==> src/rtl/ram_port_arbiter.sv <==
// Two-master (instruction fetch / data) front end for the SRAM driver.
// Serialises word transactions and turns partial-word stores into read-modify-write.
module ram_port_arbiter (
  input  logic        clk,
  input  logic        rst,
  input  logic        i_req,
  input  logic [31:0] i_addr,
  output logic [31:0] i_rdata,
  output logic        i_ready,
  input  logic        d_req,
  input  logic        d_we,
  input  logic [3:0]  d_be,
  input  logic [31:0] d_addr,
  input  logic [31:0] d_wdata,
  output logic [31:0] d_rdata,
  output logic        d_ready,
  output logic        mem_enable,
  output logic        mem_re,
  output logic        mem_we,
  output logic [20:0] mem_addr,
  output logic [31:0] mem_wdata,
  input  logic [31:0] mem_rdata,
  input  logic        mem_ack
);

  localparam int unsigned LANES  = 4;
  localparam int unsigned LANE_W = 8;

  typedef enum logic [2:0] {
    IDLE,
    RD_WAIT,
    WR_WAIT,
    RMW_RD_WAIT,
    RMW_WR_WAIT
  } state_t;

  state_t state;
  logic   gnt_d;

  // Byte addresses above the 8 MiB window and the in-word offset do not reach the driver.
  logic unused_addr_bits;
  assign unused_addr_bits = ^{i_addr[31:23], i_addr[1:0], d_addr[31:23], d_addr[1:0]};

  function automatic logic [31:0] merge_lanes(input logic [31:0] new_w,
                                              input logic [31:0] old_w,
                                              input logic [3:0]  be);
    logic [31:0] w;
    w = old_w;
    for (int n = 0; n < int'(LANES); n++) begin
      if (be[n]) w[n*LANE_W +: LANE_W] = new_w[n*LANE_W +: LANE_W];
    end
    return w;
  endfunction

  always_ff @(posedge clk) begin
    if (!rst) begin
      state      <= IDLE;
      gnt_d      <= 1'b0;
      i_rdata    <= '0;
      i_ready    <= 1'b0;
      d_rdata    <= '0;
      d_ready    <= 1'b0;
      mem_enable <= 1'b0;
      mem_re     <= 1'b0;
      mem_we     <= 1'b0;
      mem_addr   <= '0;
      mem_wdata  <= '0;
    end else begin
      // Strobes and completion pulses default low so each lasts exactly one cycle.
      mem_re  <= 1'b0;
      mem_we  <= 1'b0;
      i_ready <= 1'b0;
      d_ready <= 1'b0;

      unique case (state)
        IDLE: begin
          if (d_req) begin
            gnt_d <= 1'b1;
            if (!d_we) begin
              mem_addr   <= d_addr[22:2];
              mem_re     <= 1'b1;
              mem_enable <= 1'b1;
              state      <= RD_WAIT;
            end else if (d_be == 4'b1111) begin
              mem_addr   <= d_addr[22:2];
              mem_wdata  <= d_wdata;
              mem_we     <= 1'b1;
              mem_enable <= 1'b1;
              state      <= WR_WAIT;
            end else if (d_be == 4'b0000) begin
              d_ready <= 1'b1;
            end else begin
              mem_addr   <= d_addr[22:2];
              mem_re     <= 1'b1;
              mem_enable <= 1'b1;
              state      <= RMW_RD_WAIT;
            end
          end else if (i_req) begin
            gnt_d      <= 1'b0;
            mem_addr   <= i_addr[22:2];
            mem_re     <= 1'b1;
            mem_enable <= 1'b1;
            state      <= RD_WAIT;
          end
        end

        RD_WAIT: begin
          if (mem_ack) begin
            if (gnt_d) begin
              d_rdata <= mem_rdata;
              d_ready <= 1'b1;
            end else begin
              i_rdata <= mem_rdata;
              i_ready <= 1'b1;
            end
            mem_enable <= 1'b0;
            state      <= IDLE;
          end
        end

        WR_WAIT: begin
          if (mem_ack) begin
            d_ready    <= 1'b1;
            mem_enable <= 1'b0;
            state      <= IDLE;
          end
        end

        // Old word is back: splice in the enabled lanes and write it to the same address.
        RMW_RD_WAIT: begin
          if (mem_ack) begin
            mem_wdata <= merge_lanes(d_wdata, mem_rdata, d_be);
            mem_we    <= 1'b1;
            state     <= RMW_WR_WAIT;
          end
        end

        RMW_WR_WAIT: begin
          if (mem_ack) begin
            d_ready    <= 1'b1;
            mem_enable <= 1'b0;
            state      <= IDLE;
          end
        end

        default: begin
          mem_enable <= 1'b0;
          state      <= IDLE;
        end
      endcase
    end
  end

endmodule
==> config.mk <==
export PLATFORM = sky130hd
export DESIGN_NAME = ram_port_arbiter
export DESIGN_NICKNAME = d
export VERILOG_FILES = /design/src/rtl/ram_port_arbiter.sv
export SDC_FILE = /design/constraint.sdc
export NUM_CORES = 1
export LEC_CHECK = 0
export CORE_ASPECT_RATIO = 1.25
export CORE_MARGIN = 4
export CORE_UTILIZATION = 45
export DETAILED_ROUTE_END_ITERATION = 10
export DONT_BUFFER_PORTS = 1
export PLACE_DENSITY = 0.6
export SLEW_MARGIN = 30
export SYNTH_ARGS = -nofsm -noshare
export SYNTH_HDL_FRONTEND = slang
export SYNTH_SLANG_ARGS = --single-unit
==> constraint.sdc <==
create_clock -name clk -period 1.6 [get_ports clk]
set_clock_uncertainty 0.1 [all_clocks]
set_input_delay 0.16 -clock clk [delete_from_list [all_inputs] [get_ports clk]]
set_output_delay 0.16 -clock clk [all_outputs]
set_load 0.05 [all_outputs]
## Word-level counts from Yosys, hierarchy flattened

Cells that the tools add are included.

| word-level totals | value |
|---|---|
| input bits | 138 |
| output and inout bits | 122 |
| word-level logic and storage cells | 90 |
| flip-flop bits (word level) | 126 |

| cells by class | value |
|---|---|
| equality and inequality tests | 13 |
| mux-type cells | 49 |
| reduce and logical (&&, ||, !) cells | 15 |
| bitwise gates (word level) | 2 |

Operators by type and width:

| cell | count |
|---|---|
| $mux W32 | 4 |
| $mux W21 | 5 |
| $pmux W32 S2 | 1 |
| $mux W8 | 4 |
| $mux W1 | 24 |
| $mux W3 | 7 |
| $reduce_and A3 Y1 | 4 |
| $pmux W3 S3 | 1 |
| $ne A2 B2 Y1 const B | 4 |
| $reduce_and A4 Y1 | 2 |
| $eq A3 B2 Y1 const B | 2 |
| $pmux W1 S3 | 2 |
| $ne A5 B5 Y1 const B | 1 |
| $reduce_and A5 Y1 | 1 |
| $eq A4 B4 Y1 const B | 1 |
| $logic_not A4 Y1 | 1 |
| $ne A4 B4 Y1 const B | 1 |
| $reduce_and A2 Y1 | 2 |
| $reduce_bool A2 Y1 | 2 |
| $eq A3 B1 Y1 const B | 1 |
| $eq A3 B3 Y1 const B | 1 |
| $logic_not A3 Y1 | 1 |
| $ne A3 B3 Y1 const B | 1 |
| $reduce_or A3 Y1 | 1 |
| other kinds (4) | 5 |

## Depth between registers and ports, before layout

Gate-level depths: netlist (run 1).

| depth | value |
|---|---|
| depth in word-level cells | 6 |
| gate-level depth with buffers | 7 |
| depth with buffers taken out | 4 |

## Worst setup path before layout (run 1)

No wires, ideal clock.

| timing path | value |
|---|---|
| path type | register to register |
| from | register state[2] |
| to | register mem_addr[12] |
| arrival | 1.437 ns |
| cell stages (with the launch flop) | 7 |
| setup time | 0.116 ns |
| clock period less this slack | 1.653 ns |
| path slack | -0.053 ns |
| data required time | 1.384 ns |
| path buffers | 2 |
| cell sequence | dfxtp_1 > buf_2 > or3_4 > a211oi_4 > buf_4 > nand2_1 > o211a_1 |

| between the ends | value |
|---|---|
| cells in the longest elaborated chain, start to end | 2 |

Ends and longest elaborated chain:

| what | RTL line | text |
|---|---|---|
| from (decl) | 37 | `state_t state;` |
| from (signal assigned) | 57 | `state <= IDLE;` |
| from (signal assigned) | 83 | `state <= RD_WAIT;` |
| from (signal assigned) | 89 | `state <= WR_WAIT;` |
| $logic_not A3 Y1 | 75 | `unique case (state)` |
| $reduce_and A3 Y1 (no line) | -- |  |
| to (signal assigned) | 80 | `mem_addr <= d_addr[22:2];` |
| to (signal assigned) | 85 | `mem_addr <= d_addr[22:2];` |
| to (signal assigned) | 93 | `mem_addr <= d_addr[22:2];` |
| to (decl) | 20 | `output logic [20:0] mem_addr,` |

No other way between the ends.
A chain may end at the register's enable or synchronous reset.

## Worst setup path after layout (run 1)

| timing path | value |
|---|---|
| from | register state[2] |
| to | register mem_wdata[26] |

| between the ends | value |
|---|---|
| cells in the longest elaborated chain, start to end | 3 |
| elaborated cells on any way between the ends | 9 |
| classes of those cells | eq/ne (5); mux (1); reduce/logical (3) |

Ends and longest elaborated chain:

| what | RTL line | text |
|---|---|---|
| $eq A3 B2 Y1 / $logic_not A3 Y1 (equally long branches) | 75 |  |
| $ne A2 B2 Y1 (no line) / $reduce_bool A2 Y1 (equally long branches) | -- |  |
| $reduce_and A5 Y1 (no line) | -- |  |
| to (signal assigned) | 86 | `mem_wdata <= d_wdata;` |
| to (signal assigned) | 132 | `mem_wdata <= merge_lanes(d_wdata, mem_rdata, d_be);` |
| to (decl) | 21 | `output logic [31:0] mem_wdata,` |

Parallel ways exist; a longest one is shown, timed or not.

==> impl_metrics.sql, run 1 <==
INSERT INTO impl_metrics (metric_group, metric, value, unit) VALUES
('power_and_ir_drop', 'power.combinational.fraction', '19.2', '%'),
('synth', 'mappedNetlistNets', '709', ''),
('floorplan', 'chipHeight', '129', 'um'),
('detailed_routing', 'initialDrtViolationCount', '197', ''),
('critical_path', 'critical_path_class', 'flop to flop', ''),
('cts', 'cts_inserted_buffers', '17', ''),
('detailed_routing', 'wl_met3', '1500', 'um'),
('critical_path', 'cp_max_fo', '18', ''),
('detailed_routing', 'drt-total-wl', '17000', 'um'),
('synth', 'synth_seq_area_share', '48.0', '%'),
('timing', 'setup-violations-final', '53', ''),
('detailed_routing', 'firstDrtPassIters', '4', ''),
('power_and_ir_drop', 'switching_power', '2.49', 'mW'),
('cts', 'cts-root-buf', 'clkbuf_16', ''),
('global_routing', 'global_route.overflow_total', '0', ''),
('timing', 'fmax', '0.584', 'GHz'),
('synth', 'number_of_synthesized_flops_with_an_enable_pin', '0', ''),
('power_and_ir_drop', 'power.share.sequential', '39.6', '%'),
('detailed_routing', 'wire_per_inst', '19.1', 'um'),
('finish', 'drive_above_1_share', '32.7', '%'),
('finish', 'post_layout_nonfiller_instances', '891', ''),
('synth', 'ffs_w_async_s_r_synth', '0', '%'),
('critical_path', 'worstPathArrival', '1.94', 'ns'),
('cts', 'cts_buffer_depth', '2', ''),
('synth', 'syn_inst', '571', ''),
('detailed_routing', 'drc_errors', '0', ''),
('status', 'result_of_the_run', 'finished, violations left', ''),
('cts', 'cts.reportedPaths.clkPinSlew', '0.06', 'ns'),
('status', 'failed_checks', 'negative hold slack, negative setup slack', ''),
('synth', 'synthDistinctLibCells', '36', ''),
('power_and_ir_drop', 'leakage', '3.32', 'nW'),
('global_routing', 'grt_pass1_vias', '4846', ''),
('global_routing', 'antenna_found_initial', '1', ''),
('detailed_routing', 'met1Wirelength', '6070', 'um'),
('placement', 'detailed_place_hpwl', '10500', 'um'),
('timing', 'final_critical_path_setup_slack', '-0.112', 'ns'),
('global_routing', 'groute.usage.overall', '23.7', '%'),
('timing', 'slew_headroom', '66.2', '%'),
('cts', 'clock_insertion_delay_worst_skew', '0.41', 'ns'),
('floorplan', 'num_io_pins', '260', ''),
('timing', 'layout_worst_path_cycle_share', '107', '%'),
('floorplan', 'core_area', '11200', 'um2'),
('placement', 'setup_ws_pre_cts', '-0.136', 'ns'),
('timing', 'worst_case_hold_slack', '-0.183', 'ns'),
('finish', 'finalInstanceArea', '7890', 'um2'),
('floorplan', 'design.die.area', '13500', 'um2'),
('detailed_routing', 'drt-vias-per-instance', '5.40', ''),
('detailed_routing', 'top_layer', 'met4', ''),
('finish', 'most-common-layout-cells', 'nand2_1 (154), dfxtp_1 (124), buf_4 (124)', ''),
('critical_path', 'required_time_of_the_worst_setup_path', '1.83', 'ns'),
('synth', 'synth.ff_latch_count', '126', ''),
('timing', 'setup_total_negative_slack', '-2.71', 'ns'),
('floorplan', 'floorplan.initialDensity', '46.8', '%'),
('placement', 'instance_area_after_placement', '6390', 'um2'),
('timing', 'unrepaired_setup_endpoints_after_global_routing', 'yes', ''),
('global_routing', 'grt_max_degree', '125', ''),
('power_and_ir_drop', 'clockPowerShare', '41.2', '%'),
('synth', 'synth_flop_cell', 'dfxtp_1', ''),
('floorplan', 'die_w', '105', 'um'),
('placement', 'dpl.cell_count', '798', ''),
('cts', 'htree_num_levels', '4', ''),
('synth', 'yosysWarnings', '0', ''),
('power_and_ir_drop', 'cell_internal_pwr', '6.01', 'mW'),
('cts', 'numClockSinks', '126', ''),
('finish', 'filler_cell_count', '828', ''),
('detailed_routing', 'vias', '4809', ''),
('finish', 'final_core_utilization', '70.2', '%'),
('timing', 'finalHoldViolCount', '122', ''),
('timing', 'slew_viols_final', '0', ''),
('finish', 'layout-area-overhead-vs-synth', '50.1', '%'),
('finish', 'mostFrequentLayoutCell', 'nand2_1', '');
-- per-layer routing --
| layer | up-vias | GRT usage (%) |
|---|---|---|
| met3 | 29 | 9.38 |
| met2 | 208 | 43.3 |
| met1 | 2265 | 24.2 |
| met4 | 0 | 10.1 |
| met5 | - | 0 |
| li1 | 2307 | - |
-- power groups by stage --
stage | Combinational (mW) | Clock [mW] | Sequential (mW)
5_1_grt | 1.72 | 3.72 | 3.38
6_report | 1.63 | 3.50 | 3.37
3_3_place_gp | 1.26 | 0 | 3.43
2_1_floorplan | 0.474 | 0 | 3.94
3_5_place_dp | 1.29 | 0 | 3.43
4_1_cts | 1.50 | 3.55 | 3.37
-- kinds of logic (layout without fill, tap and decap cells) --
kind of cell,after synthesis,count (layout),share of synthesized area (%)
other,0,1,0
AND/OR/NAND/NOR,182,182,14.4
buffers and inverters,47,231,4.52
AO/OA/AOI/OAI,163,163,23.1
multiplexers,53,53,10.1
flip-flops,126,126,48.0
-- critical path: stages (launching register included) --
cell and delay [ns]:
dfxtp_2 0.33, or3_4 0.42, o31ai_4 0.22, buf_6 0.17, buf_12 0.15, o21ai_1 0.07, a21oi_1 0.17
-- synthesized netlist by cell type (2+ instances only) --
master | number | area (um2)
a21boi_1 | 18 | 135
o21ai_0 | 14 | 70.1
a21boi_0 | 48 | 360
o21ai_1 | 20 | 100
buf_6 | 3 | 33.8
nand2b_1 | 4 | 25.0
and2_1 | 4 | 25.0
buf_1 | 2 | 7.51
nor2_1 | 3 | 11.3
a21oi_2 | 20 | 175
o211a_1 | 21 | 210
nor2b_1 | 2 | 12.5
mux2i_1 | 53 | 531
inv_1 | 2 | 7.51
nor2_2 | 4 | 25.0
buf_4 | 5 | 37.5
dfxtp_1 | 126 | 2520
nand2_1 | 155 | 582
buf_2 | 16 | 80.1
nand3_1 | 2 | 10.0
clkbuf_1 | 19 | 71.3
nand3b_1 | 2 | 15.0
a21oi_1 | 15 | 75.1
-- state kept, by name (all words and copies together), names as in the netlist --
name        count
d_ready         1
state           3
mem_enable      1
i_ready         1
mem_wdata      32
d_rdata        32
mem_re          1
i_rdata        32
mem_we          1
gnt_d           1
mem_addr       21
-- worst paths after layout --
path,start,end,slack [ns],cells past startpoint
setup / recovery,state[2]$_SDFFE_PN0P_,mem_wdata[26]$_SDFFE_PN0P_,-0.11,6
hold / removal,rst,i_rdata[3]$_SDFFE_PN0P_,-0.18,1
setup reg to reg,state[2]$_SDFFE_PN0P_,mem_wdata[26]$_SDFFE_PN0P_,-0.11,6
hold reg to reg,i_rdata[18]$_SDFFE_PN0P_,i_rdata[18]$_SDFFE_PN0P_,0.36,2
-- timing repair --
item | in CTS | in global routing
resized for setup | 42 | 40
buffers inserted | 6 | 3
gates cloned | 5 | 6
endpoints found under the hold margin | 126 | 122
hold buffers | 36 | 5
endpoints found under the setup margin | 87 | 102
pin swaps | 4 | 14
-- layout make-up --
cell class	count	area (um2)	share of cell area (%)
Antenna cell	1	2.50	0.0317
Clock buffer	20	457	5.79
Clock inverter	12	87.6	1.11
Inverter	2	7.51	0.0951
Multi-Input combinational cell	398	2680	34.0
Sequential cell	126	2520	32.0
Tap cell	135	169	2.14
Timing Repair Buffer	197	1960	24.9
Note: power is estimated with default switching activity, not from simulation.
==> run 2: changes to the inputs <==
--- a/config.mk
+++ b/config.mk
@@ -10,7 +10,8 @@
 export CORE_UTILIZATION = 45
 export DETAILED_ROUTE_END_ITERATION = 10
 export DONT_BUFFER_PORTS = 1
-export PLACE_DENSITY = 0.6
+export PLACE_DENSITY = 0.59
+export REMOVE_ABC_BUFFERS = 1
 export SLEW_MARGIN = 30
 export SYNTH_ARGS = -nofsm -noshare
 export SYNTH_HDL_FRONTEND = slang
==> run 2 against run 1 <==
  * The run still ends with negative hold slack, negative setup slack left
  * Die area is the same
  * Combinational power about the same
  * Wire length rose by 1.6%
  * Flip-flop and latch count did not move
  * Fmax rose by 1.4%
  * Worst setup slack improved by 0.024 ns
  * Register-to-register slack gained 0.02 ns
  * Core utilization grew 2.4 points
  * Clock-buffer cell count is the same
  * Critical path type unchanged
==> impl_metrics.sql, run 2 (synthesis gave the netlist of run 1 again) <==
INSERT INTO impl_metrics (metric_group, metric, value, unit) VALUES
('critical_path', 'critical_path.slowest_cell', 'or3_4', ''),
('floorplan', 'num_io_pins', '260', ''),
('detailed_routing', 'final_antenna_net_count', '0', ''),
('placement', 'detailed_place_hpwl', '10300', 'um'),
('critical_path', 'critical_path_class', 'flop to flop', ''),
('global_routing', 'antenna_found_initial', '0', ''),
('finish', 'layout-area-overhead-vs-synth', '55.2', '%'),
('cts', 'cts_tree', 'done', ''),
('critical_path', 'worstPathArrival', '1.93', 'ns'),
('finish', 'drive_above_1_share', '37.6', '%'),
('critical_path', 'required_time_of_the_worst_setup_path', '1.84', 'ns'),
('detailed_routing', 'drt-vias-per-instance', '5.41', ''),
('critical_path', 'path_cells', 'or3_4 -> o31ai_4 -> buf_6 -> buf_12 -> o21ai_1 -> a21oi_2', ''),
('finish', 'reg.largest.list', 'd_rdata x32, i_rdata x32, mem_wdata x32', ''),
('cts', 'cts_buffer_depth', '2', ''),
('cts', 'cts.reportedPaths.clkPinSlew', '0.06', 'ns'),
('detailed_routing', 'firstDrtPassIters', '4', ''),
('timing', 'worst_case_hold_slack', '-0.199', 'ns'),
('cts', 'numClockSinks', '126', ''),
('detailed_routing', 'drc_errors', '0', ''),
('critical_path', 'critical_path.n_buffers_inverters', '2', ''),
('finish', 'antenna_cells_inserted', '0', ''),
('placement', 'dpl.cell_count', '803', ''),
('timing', 'unrepaired_setup_endpoints_after_global_routing', 'yes', ''),
('timing', 'setup-violations-final', '67', ''),
('power_and_ir_drop', 'powerDensity', '1160', 'nW/um2'),
('floorplan', 'floorplan.initialDensity', '46.8', '%'),
('critical_path', 'cp_max_fo', '22', ''),
('floorplan', 'die_w', '105', 'um'),
('global_routing', 'grt_first_pass_wirelength', '24300', 'um'),
('finish', 'filler_cell_count', '830', ''),
('floorplan', 'cell_row_count', '43', ''),
('placement', 'placement.io_buffers', '0', ''),
('detailed_routing', 'initialDrtViolationCount', '257', ''),
('cts', 'cts-root-buf', 'clkbuf_16', ''),
('finish', 'mostFrequentLayoutCell', 'nand2_1', ''),
('timing', 'final_critical_path_setup_slack', '-0.0879', 'ns'),
('finish', 'multi_input_gate_area', '2850', 'um2'),
('critical_path', 'slowest_delay', '0.42', 'ns'),
('status', 'result_of_the_run', 'finished, violations left', ''),
('timing', 'layout_worst_path_cycle_share', '105', '%'),
('cts', 'clock_insertion_delay_worst_skew', '0.41', 'ns'),
('finish', 'finalNetCount', '885', ''),
('global_routing', 'global_route.overflow_total', '0', ''),
('finish', 'post_layout_nonfiller_instances', '895', ''),
('finish', 'layout.area.seq', '2530', 'um2'),
('status', 'failed_checks', 'negative hold slack, negative setup slack', ''),
('detailed_routing', 'vias', '4842', ''),
('critical_path', 'reg2reg_setup_slack', '-0.09', 'ns'),
('global_routing', 'grt_pass1_vias', '4746', ''),
('placement', 'routabilityCongestion', '0.775', ''),
('timing', 'fmax', '0.592', 'GHz'),
('critical_path', 'setup.worst_path.start_class', 'flop', ''),
('detailed_routing', 'drt-total-wl', '17300', 'um'),
('floorplan', 'core_area', '11200', 'um2'),
('worst_hold_path', 'worst_hold_path.num_cells', '1', ''),
('critical_path', 'rr_worst_depth', '6', ''),
('power_and_ir_drop', 'worst_ir_drop_vdd', '751', 'uV'),
('detailed_routing', 'wire_per_inst', '19.3', 'um'),
('critical_path', 'worst-path-stages', '6', ''),
('timing', 'tightestPinTransition', '0.502', 'ns'),
('cts', 'cts_inserted_buffers', '17', ''),
('worst_hold_path', 'path_class_of_the_lowest_slack_min_delay_path', 'input port to flop', ''),
('run', 'max_cap_viol_count', '0', ''),
('power_and_ir_drop', 'report.power.total', '9.49', 'mW'),
('critical_path', 'critPathCaptureType', 'flop', ''),
('timing', 'slew_headroom', '66.5', '%'),
('timing', 'finalHoldViolCount', '108', ''),
('global_routing', 'grt_max_degree', '125', ''),
('floorplan', 'chipHeight', '129', 'um'),
('cts', 'htree_num_levels', '4', ''),
('power_and_ir_drop', 'leakage', '3.44', 'nW'),
('timing', 'period_needed', '1.69', 'ns'),
('critical_path', 'cp_top_family', 'compound AO/OA/AOI/OAI gates', ''),
('floorplan', 'design.die.area', '13500', 'um2'),
('timing', 'slew_viols_final', '0', ''),
('global_routing', 'groute.usage.overall', '22.8', '%'),
('finish', 'most-common-layout-cells', 'nand2_1 (131), buf_4 (128), dfxtp_1 (123)', '');
-- run 2: repair_timing --
action | in CTS | in global routing
resized for setup | 45 | 127
pin swaps | 5 | 33
endpoints found under the hold margin | 126 | 126
cloned | 2 | 8
setup endpoints to repair | 67 | 120
buffers inserted | 5 | 4
hold buffers | 32 | 10
-- run 2: cell type report --
cell class	instances	area share, %
multi-input combinational	398	35.0
timing repair buffer	202	23.5
clock buffer	20	5.60
inverter	2	0.0920
tap	135	2.07
sequential	126	31.0
clock inverter	12	2.84
-- run 2: worst reg2reg max path: cells and delay by family (launching register included) --
kind | cells | cell delay (ns)
buffers and inverters | 2 | 0.31
and+or+nand+nor | 1 | 0.42
AOI/OAI and AO/OA | 3 | 0.46
DFF | 1 | 0.33
-- run 2: metal layers --
metal / vias up / track usage [%] / routed length, um
li1: 2328 / - / -
met4: 0 / 8.11 / 387
met3: 29 / 8.93 / 1450
met1: 2284 / 24.4 / 6150
met2: 201 / 41.1 / 9320
met5: - / 0 / 0
-- run 2: worst paths after layout --
| path | start | to |
|---|---|---|
| worst min-delay path | rst | mem_enable$_SDFFE_PN0P_ |
| worst max register to register | state[2]$_SDFFE_PN0P_ | mem_wdata[21]$_SDFFE_PN0P_ |
| worst max-delay path | state[2]$_SDFFE_PN0P_ | mem_wdata[21]$_SDFFE_PN0P_ |
| worst min register to register | d_rdata[25]$_SDFFE_PN0P_ | d_rdata[25]$_SDFFE_PN0P_ |
-- run 2: through the flow --
step | TNS, ns | instance area (um2) | hold WS [ns] | utilization, % | worst slack [ns]
after floorplan | -76.05 | 5030 | 0.182 | - | -1.20
after global placement | -0.752 | 6350 | 0.194 | 56.5 | -0.0558
after detailed placement | -1.98 | 6350 | 0.197 | 56.5 | -0.121
after CTS | -0.296 | 7510 | -0.241 | 66.8 | -0.0513
after global routing | -8.10 | 8160 | -0.227 | 72.6 | -0.149
final | -3.51 | 8160 | -0.199 | 72.6 | -0.0879
-- run 2: where the power goes --
| part | switching [mW] | total [mW] | leakage (nW) | internal (mW) |
|---|---|---|---|---|
| registers | 0.0778 | 3.37 | 1.03 | 3.29 |
| clock network | 1.43 | 4.46 | 0.331 | 3.02 |
| logic | 1.01 | 1.66 | 2.08 | 0.652 |
==> run 3: changes to the inputs <==
--- a/config.mk
+++ b/config.mk
@@ -8,6 +8,8 @@
 export CORE_ASPECT_RATIO = 1.25
 export CORE_MARGIN = 4
 export CORE_UTILIZATION = 45
+export CTS_BUF_LIST = sky130_fd_sc_hd__clkbuf_4
+export CTS_CLUSTER_SIZE = 10
 export DETAILED_ROUTE_END_ITERATION = 10
 export DONT_BUFFER_PORTS = 1
 export PLACE_DENSITY = 0.59
==> run 3 against run 2 <==
  * The flow still finishes with violations (negative hold slack, negative setup slack)
  * Core utilization fell by 2.3 points
  * Non-clock buffer count did not move
  * Flip-flop and latch count did not move
  * First-iteration DRC count fell by 24%
  * Final cell count rose by 0.11%
  * Total power fell by 17%
  * Die area did not move
  * Wire length barely moved
  * Clock power fell by 37%
  * Global-route usage rose by 0.17 points
  * Largest power group is now registers
==> impl_metrics.sql, run 3 (synthesis gave the netlist of run 1 again) <==
INSERT INTO impl_metrics (metric_group, metric, value, unit) VALUES
('power_and_ir_drop', 'leakage', '3.35', 'nW'),
('critical_path', 'worst-path-stages', '6', ''),
('detailed_routing', 'wire_per_inst', '19.3', 'um'),
('critical_path', 'setup.worst_path.start_class', 'flop', ''),
('detailed_routing', 'drt-vias-per-instance', '5.41', ''),
('timing', 'slew_headroom', '66.6', '%'),
('global_routing', 'groute.usage.overall', '23.0', '%'),
('finish', 'final_core_utilization', '70.3', '%'),
('power_and_ir_drop', 'worst_ir_drop_vdd', '734', 'uV'),
('finish', 'post_layout_nonfiller_instances', '896', ''),
('critical_path', 'rr_worst_depth', '6', ''),
('finish', 'most-common-layout-cells', 'buf_4 (127), dfxtp_1 (123), nand2_1 (120)', ''),
('timing', 'fmax', '0.590', 'GHz'),
('floorplan', 'chipHeight', '129', 'um'),
('global_routing', 'grt_pass1_vias', '4766', ''),
('timing', 'final_critical_path_setup_slack', '-0.0945', 'ns'),
('power_and_ir_drop', 'powerDensity', '992', 'nW/um2'),
('floorplan', 'num_io_pins', '260', ''),
('critical_path', 'slowest_delay', '0.41', 'ns'),
('finish', 'finalNetCount', '885', ''),
('worst_hold_path', 'path_class_of_the_lowest_slack_min_delay_path', 'input port to flop', ''),
('global_routing', 'grt_max_degree', '125', ''),
('placement', 'placement.io_buffers', '0', ''),
('global_routing', 'grt_first_pass_wirelength', '24500', 'um'),
('timing', 'slew_viols_final', '0', ''),
('detailed_routing', 'final_antenna_net_count', '0', ''),
('finish', 'drive_above_1_share', '39.7', '%'),
('cts', 'cts-root-buf', 'clkbuf_4', ''),
('finish', 'reg.largest.list', 'd_rdata x32, i_rdata x32, mem_wdata x32', ''),
('floorplan', 'design.die.area', '13500', 'um2'),
('finish', 'layout-area-overhead-vs-synth', '50.2', '%'),
('critical_path', 'path_cells', 'or3_4 -> o31ai_4 -> buf_6 -> buf_12 -> buf_16 -> a21oi_1', ''),
('global_routing', 'antenna_found_initial', '1', ''),
('worst_hold_path', 'worst_hold_path.num_cells', '2', ''),
('cts', 'cts.reportedPaths.clkPinSlew', '0.12', 'ns'),
('cts', 'htree_num_levels', '4', ''),
('timing', 'finalHoldViolCount', '126', ''),
('timing', 'setup-violations-final', '74', ''),
('detailed_routing', 'vias', '4847', ''),
('power_and_ir_drop', 'report.power.total', '7.83', 'mW'),
('placement', 'dpl.cell_count', '803', ''),
('timing', 'unrepaired_setup_endpoints_after_global_routing', 'yes', ''),
('detailed_routing', 'drc_errors', '0', ''),
('cts', 'cts_inserted_buffers', '17', ''),
('floorplan', 'die_w', '105', 'um'),
('status', 'result_of_the_run', 'finished, violations left', ''),
('critical_path', 'cp_top_family', 'buffers and inverters', ''),
('timing', 'layout_worst_path_cycle_share', '106', '%'),
('finish', 'multi_input_gate_area', '2800', 'um2'),
('critical_path', 'required_time_of_the_worst_setup_path', '1.90', 'ns'),
('finish', 'filler_cell_count', '858', ''),
('cts', 'cts_buffer_depth', '2', ''),
('detailed_routing', 'firstDrtPassIters', '5', ''),
('critical_path', 'cp_max_fo', '6', ''),
('floorplan', 'cell_row_count', '43', ''),
('global_routing', 'global_route.overflow_total', '0', ''),
('critical_path', 'worstPathArrival', '1.99', 'ns'),
('timing', 'tightestPinTransition', '0.501', 'ns'),
('floorplan', 'core_area', '11200', 'um2'),
('finish', 'layout.area.seq', '2530', 'um2'),
('timing', 'worst_case_hold_slack', '-0.330', 'ns'),
('timing', 'period_needed', '1.69', 'ns'),
('critical_path', 'critical_path_class', 'flop to flop', ''),
('cts', 'clock_insertion_delay_worst_skew', '0.50', 'ns'),
('finish', 'mostFrequentLayoutCell', 'buf_4', ''),
('critical_path', 'critPathCaptureType', 'flop', ''),
('critical_path', 'critical_path.n_buffers_inverters', '3', ''),
('floorplan', 'floorplan.initialDensity', '46.8', '%'),
('detailed_routing', 'drt-total-wl', '17300', 'um'),
('run', 'max_cap_viol_count', '0', ''),
('placement', 'setup_ws_pre_cts', '-0.121', 'ns'),
('placement', 'detailed_place_hpwl', '10300', 'um'),
('placement', 'routabilityCongestion', '0.775', ''),
('cts', 'cts_tree', 'done', ''),
('detailed_routing', 'initialDrtViolationCount', '196', ''),
('cts', 'numClockSinks', '126', ''),
('critical_path', 'critical_path.slowest_cell', 'or3_4', ''),
('status', 'failed_checks', 'negative hold slack, negative setup slack', '');
[run 3: cell count changes in the layout (fill, tap and decap cells not counted), moves of 4 or more]
cell / delta
clkbuf_4: +18
clkbuf_16: -15
o21ai_0: +4
nand2_2: +8
o21ai_1: -8
nand2_1: -11
dlygate4sd3_1: -9
mux2i_1: +13
o21ai_2: +4
mux2i_4: -11
a21boi_2: +4
[run 3: path summary, 6_finish.rpt]
path | startpoint | endpoint | slack [ns]
worst min register to register | d_rdata[25]$_SDFFE_PN0P_ | d_rdata[25]$_SDFFE_PN0P_ | 0.36
worst min-delay path | rst | mem_wdata[12]$_SDFFE_PN0P_ | -0.33
worst max register to register | state[2]$_SDFFE_PN0P_ | mem_wdata[31]$_SDFFE_PN0P_ | -0.09
worst max-delay path | state[2]$_SDFFE_PN0P_ | mem_wdata[31]$_SDFFE_PN0P_ | -0.09
[run 3: metrics by stage]
stage | TNS [ns] | instance area [um2]
after floorplan | -76.05 | 5030
after global placement | -0.752 | 6350
after detailed placement | -1.98 | 6350
after CTS | -2.85 | 7300
after global routing | -10.83 | 7900
final | -4.07 | 7900
[run 3: repair_timing]
item	CTS	global route
pin swaps	3	39
setup buffers	5	5
cloned	6	11
endpoints found under the hold margin	126	126
hold buffers	32	1
endpoints found under the setup margin	71	122
resized for setup	40	140
[run 3: area by class of cell]
cell class              instances  area share [%]
multi-input cells             398            35.4
diodes                          1          0.0317
clock buffers                  18            1.71
inverters                       2          0.0950
clock inverters                14            3.02
well taps                     135            2.14
flip-flops and latches        126            32.0
repair buffers                202            25.6
[run 3: metal layers]
metal,wire (um),GRT usage [%],share of wire (%),vias up
met4,291,7.95,1.7,0
met3,1490,9.03,8.6,20
met2,9230,41.1,53,226
met5,0,0,0,-
li1,-,-,-,2324
met1,6310,24.9,36,2277
[run 3: where the power goes]
part / switching, mW / internal, mW / total [mW]
logic: 1.02 / 0.655 / 1.68
clock network: 1.22 / 1.58 / 2.80
registers: 0.0748 / 3.29 / 3.36
